`config.mk`:
```
export PLATFORM = sky130hd
export DESIGN_NAME = inst_fetch
export DESIGN_NICKNAME = d
export VERILOG_FILES = /design/src/rtl/inst_fetch.sv
export SDC_FILE = /design/constraint.sdc
export NUM_CORES = 1
export LEC_CHECK = 0
export BUFFER_PORTS_ARGS = -buffer_cell sky130_fd_sc_hd__buf_2
export CORE_UTILIZATION = 39
export CTS_CLUSTER_SIZE = 16
export DETAILED_ROUTE_END_ITERATION = 6
export PLACE_DENSITY_LB_ADDON = 0.12
export SLEW_MARGIN = 30
export SYNTH_ARGS = -nofsm -noshare
export SYNTH_HDL_FRONTEND = slang
export SYNTH_SLANG_ARGS = --single-unit
```
`constraint.sdc`:
```
create_clock -name clk -period 2 [get_ports clk]
set_input_delay 0.4 -clock clk [delete_from_list [all_inputs] [get_ports clk]]
set_output_delay 0.4 -clock clk [all_outputs]
set_load 0.05 [all_outputs]
```
`src/rtl/inst_fetch.sv`:
```
// Instruction-fetch stage: owns the PC and issues instruction reads to the RAM2 controller.
// It presents one registered instruction downstream over a valid/ready handshake.
module inst_fetch #(
    parameter int unsigned     ADDR_W   = 18,
    parameter int unsigned     PC_W     = 16,
    parameter logic [PC_W-1:0] RESET_PC = '0
) (
    input  logic              clk,
    input  logic              rst,
    output logic              need_to_work_if,
    output logic [ADDR_W-1:0] mem_addr_if,
    input  logic [15:0]       if_result,
    input  logic              if_work_done,
    input  logic              redirect_en,
    input  logic [PC_W-1:0]   redirect_pc,
    output logic              inst_valid,
    input  logic              inst_ready,
    output logic [15:0]       inst,
    output logic [PC_W-1:0]   inst_pc,
    output logic [15:0]       fetch_wait_cnt,
    output logic [15:0]       inst_count
);

    typedef enum logic [0:0] {StFetch, StHold} state_e;

    state_e          state_q, state_d;
    logic [PC_W-1:0] pc_q, pc_d;
    logic [15:0]     inst_q, inst_d;
    logic [PC_W-1:0] inst_pc_q, inst_pc_d;
    logic            valid_q, valid_d;
    logic [15:0]     wait_cnt_q, wait_cnt_d;
    logic [15:0]     inst_cnt_q, inst_cnt_d;

    always_comb begin
        state_d    = state_q;
        pc_d       = pc_q;
        inst_d     = inst_q;
        inst_pc_d  = inst_pc_q;
        valid_d    = valid_q;
        wait_cnt_d = wait_cnt_q;
        inst_cnt_d = inst_cnt_q;

        // A redirect wins over a completing read and over a downstream accept.
        if (redirect_en) begin
            pc_d    = redirect_pc;
            valid_d = 1'b0;
            state_d = StFetch;
        end else begin
            unique case (state_q)
                StFetch: begin
                    if (if_work_done) begin
                        inst_d    = if_result;
                        inst_pc_d = pc_q;
                        valid_d   = 1'b1;
                        pc_d      = pc_q + PC_W'(1);
                        state_d   = StHold;
                    end else if (wait_cnt_q != 16'hffff) begin
                        wait_cnt_d = wait_cnt_q + 16'd1;
                    end
                end
                StHold: begin
                    if (inst_ready) begin
                        inst_cnt_d = inst_cnt_q + 16'd1;
                        valid_d    = 1'b0;
                        state_d    = StFetch;
                    end
                end
                default: state_d = StFetch;
            endcase
        end
    end

    always_ff @(posedge clk) begin
        if (rst) begin
            state_q    <= StFetch;
            pc_q       <= RESET_PC;
            inst_q     <= 16'h0000;
            inst_pc_q  <= '0;
            valid_q    <= 1'b0;
            wait_cnt_q <= 16'h0000;
            inst_cnt_q <= 16'h0000;
        end else begin
            state_q    <= state_d;
            pc_q       <= pc_d;
            inst_q     <= inst_d;
            inst_pc_q  <= inst_pc_d;
            valid_q    <= valid_d;
            wait_cnt_q <= wait_cnt_d;
            inst_cnt_q <= inst_cnt_d;
        end
    end

    // The PC only moves on done/redirect/reset, so the address is stable for a whole transaction.
    assign need_to_work_if = (state_q == StFetch);
    assign mem_addr_if     = {{(ADDR_W - PC_W){1'b0}}, pc_q};
    assign inst_valid      = valid_q;
    assign inst            = inst_q;
    assign inst_pc         = inst_pc_q;
    assign fetch_wait_cnt  = wait_cnt_q;
    assign inst_count      = inst_cnt_q;

endmodule

```
==> impl_metrics.toml <==
[place]
gp_congestion = 0.784
dpl.hpwl_mm = 6.74
io_buffers = 118

[global_route]
overflow = 0
grt_max_degree = 33
grt_pass1_vias = 3249
grt_antenna_before_repair = 0
grt_pass1_wl_mm = 15.3
track_usage_pct = 19.1

[clocking]
cts_tree = "built"
clock-sinks = 82
clk_latency_ns = 0.36
htree_levels = 3
post_cts_buffers = 0
hold_buffers = 0
root_buffer = "clkbuf_8"
ctsResizeCount = 0
numCtsBuffers = 9
clk_path_buf_depth = 2
clk_pin_slew_ns = 0.09

[detailed_routing]
postRouteAntennaNets = 0
avgViaCountPerCell = 5.28
wl_per_cell_um = 13.9
wl_mm = 9.38
drc = 0
dr_total_vias = 3561
drt_iter0_drc = 106
firstDrtPassIters = 5

[sta]
clock_skew_ns = 0.0139
period_needed_ns = 1.87
rsz0062_at_grt = "false"
final-setup-viol-count = 0
timing.final.crit_share_pct = 93.6
hold_violations = 0
hold_ws_ns = 0.272
slew_violations = 0
worst_pin_slew_ns = 0.616
max_slew_margin_pct = 58.6
max_freq_mhz = 534
setup_tns_ns = 0

[synth]
yosysSeqAreaShare_pct = 45.0
syn_inst = 441
synth_enable_flop_cells = 0
synth-simple-area-share_pct = 28.0
synth.avg_cell_area_um2 = 8.28
synth_warnings = 0
synthMuxAreaShare_pct = 1.20
synth_top_flop_cell = "dfxtp_1"
synth_area_um2 = 3650
synth_xor_area_share_pct = 4.32
yosysUniqueCellTypes = 52
synthTopCellsByArea = "dfxtp_1 45%, nand2_1 8.9%, a21oi_1 7.4%, nor2_1 2.9%, nand4_1 2.7%"
synth-adder-area-share_pct = 1.03
synth_top_cell_area_share_pct = 45.0
synth_top_family_by_area = "simple AND/OR/NAND/NOR gates"
synth_top_area_cell = "dfxtp_1"
ys_async_sr_fraction_pct = 0
synth_compound_area_share_pct = 15.6
ys_ff_latch = 82

[final_layout]
antenna_cells = 0
drive_gt1_share_pct = 29.7
syn_to_final_growth_pct = 27.8
final_nets = 601
fillers = 867

[die]
initial_core_util_pct = 41.1
dieHeight_um = 98.8
core_um2 = 8890
ios = 121
rows = 34
fp.dieW_um = 98.8
dieArea_um2 = 9750

[setup_path]
critPathMaxFanout = 12
cp.required_ns = 2.30
setup.worst_path.end = "fetch_wait_cnt[10]$_SDFFE_PP0P_"
critPathArrivalTime_ns = 2.17
ff2ff_path_depth = 5
path_class = "reg -> reg"
r2r_start = "fetch_wait_cnt[0]$_SDFFE_PP0P_"
crit_start = "fetch_wait_cnt[0]$_SDFFE_PP0P_"
end_kind = "flop"
reg2reg_slack_ns = 0.13
worstSetupStartpointType = "flop"
reg2reg_to = "fetch_wait_cnt[10]$_SDFFE_PP0P_"

[power]
pwr-share-seq_pct = 46.7
p_sw_mw = 0.988
swShare_pct = 26.6
power.leakage_nw = 1.99
pwr-share-comb_pct = 12.9
irDropWorstVdd_uv = 387
p_per_area_nw_per_um2 = 795
p_int_mw = 2.72
power_mw = 3.71
clockPowerShare_pct = 40.4

[worst_hold_path]
hold_path.class = "in -> reg"

[run]
cap_violations = 0

[outcome]
status = "finished clean"
==> layout make-up <==
class | count | area [um^2] | area share (%)
multi-input cells | 322 | 1840 | 39.4
flip-flops and latches | 82 | 1650 | 35.4
inverters | 10 | 37.5 | 0.805
repair buffers | 136 | 751 | 16.1
clock buffers | 12 | 155 | 3.33
clock inverters | 4 | 97.6 | 2.09
well taps | 108 | 135 | 2.90
==> worst min-delay path by stage <==
stage / depth (start not counted) / to / from
floorplan: 2 / inst[0]$_SDFFE_PP0P_ / if_result[0]
global placement: 2 / inst[1]$_SDFFE_PP0P_ / inst[1]$_SDFFE_PP0P_
detailed placement: 2 / inst[12]$_SDFFE_PP0P_ / inst[12]$_SDFFE_PP0P_
CTS: 3 / inst[3]$_SDFFE_PP0P_ / if_result[3]
global route: 3 / inst[14]$_SDFFE_PP0P_ / if_result[14]
finish: 3 / inst[3]$_SDFFE_PP0P_ / if_result[3]
==> cells in the final DEF (no fill, tap or decap), drive strengths merged, types with 3 or more instances in the layout <==
cell	n
a211oi	7
a21oi	54
a311oi	3
and3	6
and4	3
and4b	4
buf	136
bufinv	3
clkbuf	12
dfxtp	82
ha	3
inv	10
mux2	3
nand2	87
nand2b	3
nand3	14
nand4	17
nor2	28
nor2b	4
nor3	9
nor4	5
o21ai	9
o311a	3
o31ai	7
or3	7
or4	8
xnor2	7
xor2	11
==> logic make-up after synthesis <==
group / Yosys count
and+or+nand+nor: 201
AOI/OAI and AO/OA: 94
DFF: 82
buffers and inverters: 38
xor gates and xnor gates: 18
muxes: 4
adders and majority gates: 3
other: 1
==> routing by layer <==
metal	routed length (um)	global-route usage (%)
met3	593	4.33
met1	4430	25.5
met4	93	6.54
met5	0	0
met2	4270	30.6
==> Yosys cell counts (all sizes together) (4+ instances only) <==
cell	instances
nand2	87
nor4	5
a211oi	7
a21oi	54
nor2	28
nor2b	4
xor2	11
o31ai	7
buf	12
nor3	9
or3	7
dfxtp	82
and3	6
nand3	14
inv	10
clkbuf	16
or4	8
xnor2	7
o21ai	9
and4b	4
nand4	17
==> power groups by stage <==
stage / Sequential, mW / Combinational [mW] / Clock, mW
floorplan: 1.94 / 0.163 / 0
global placement: 1.77 / 0.478 / 0
detailed placement: 1.77 / 0.482 / 0
CTS: 1.73 / 0.483 / 1.53
global route: 1.74 / 0.516 / 1.60
finish: 1.73 / 0.479 / 1.50
==> metrics by stage <==
| step | worst slack [ns] | instances | util, % | instance area [um^2] |
|---|---|---|---|---|
| after detailed placement | 0.0753 | 658 | 49.6 | 4410 |
| after global placement | 0.144 | 658 | 49.6 | 4410 |
| after global routing | 0.0251 | 674 | 52.5 | 4660 |
| after floorplan | 0.0206 | 442 | - | 3660 |
| after CTS | 0.143 | 674 | 52.5 | 4660 |
| final | 0.127 | 674 | 52.5 | 4660 |
==> critical path: stages (launching register included) <==
cell and delay, ns:
dfxtp_2 0.37, ha_1 0.21, nand3_1 0.17, nand2b_1 0.36, or4_1 0.57, a21oi_1 0.14
==> flip-flops by register name, indices dropped and copies added (netlist names) <==
register        flops
inst_valid          1
pc_q               16
inst_pc            16
state_q             1
inst_count         16
inst               16
fetch_wait_cnt     16
No activity file was read; power rests on OpenSTA's default activity.
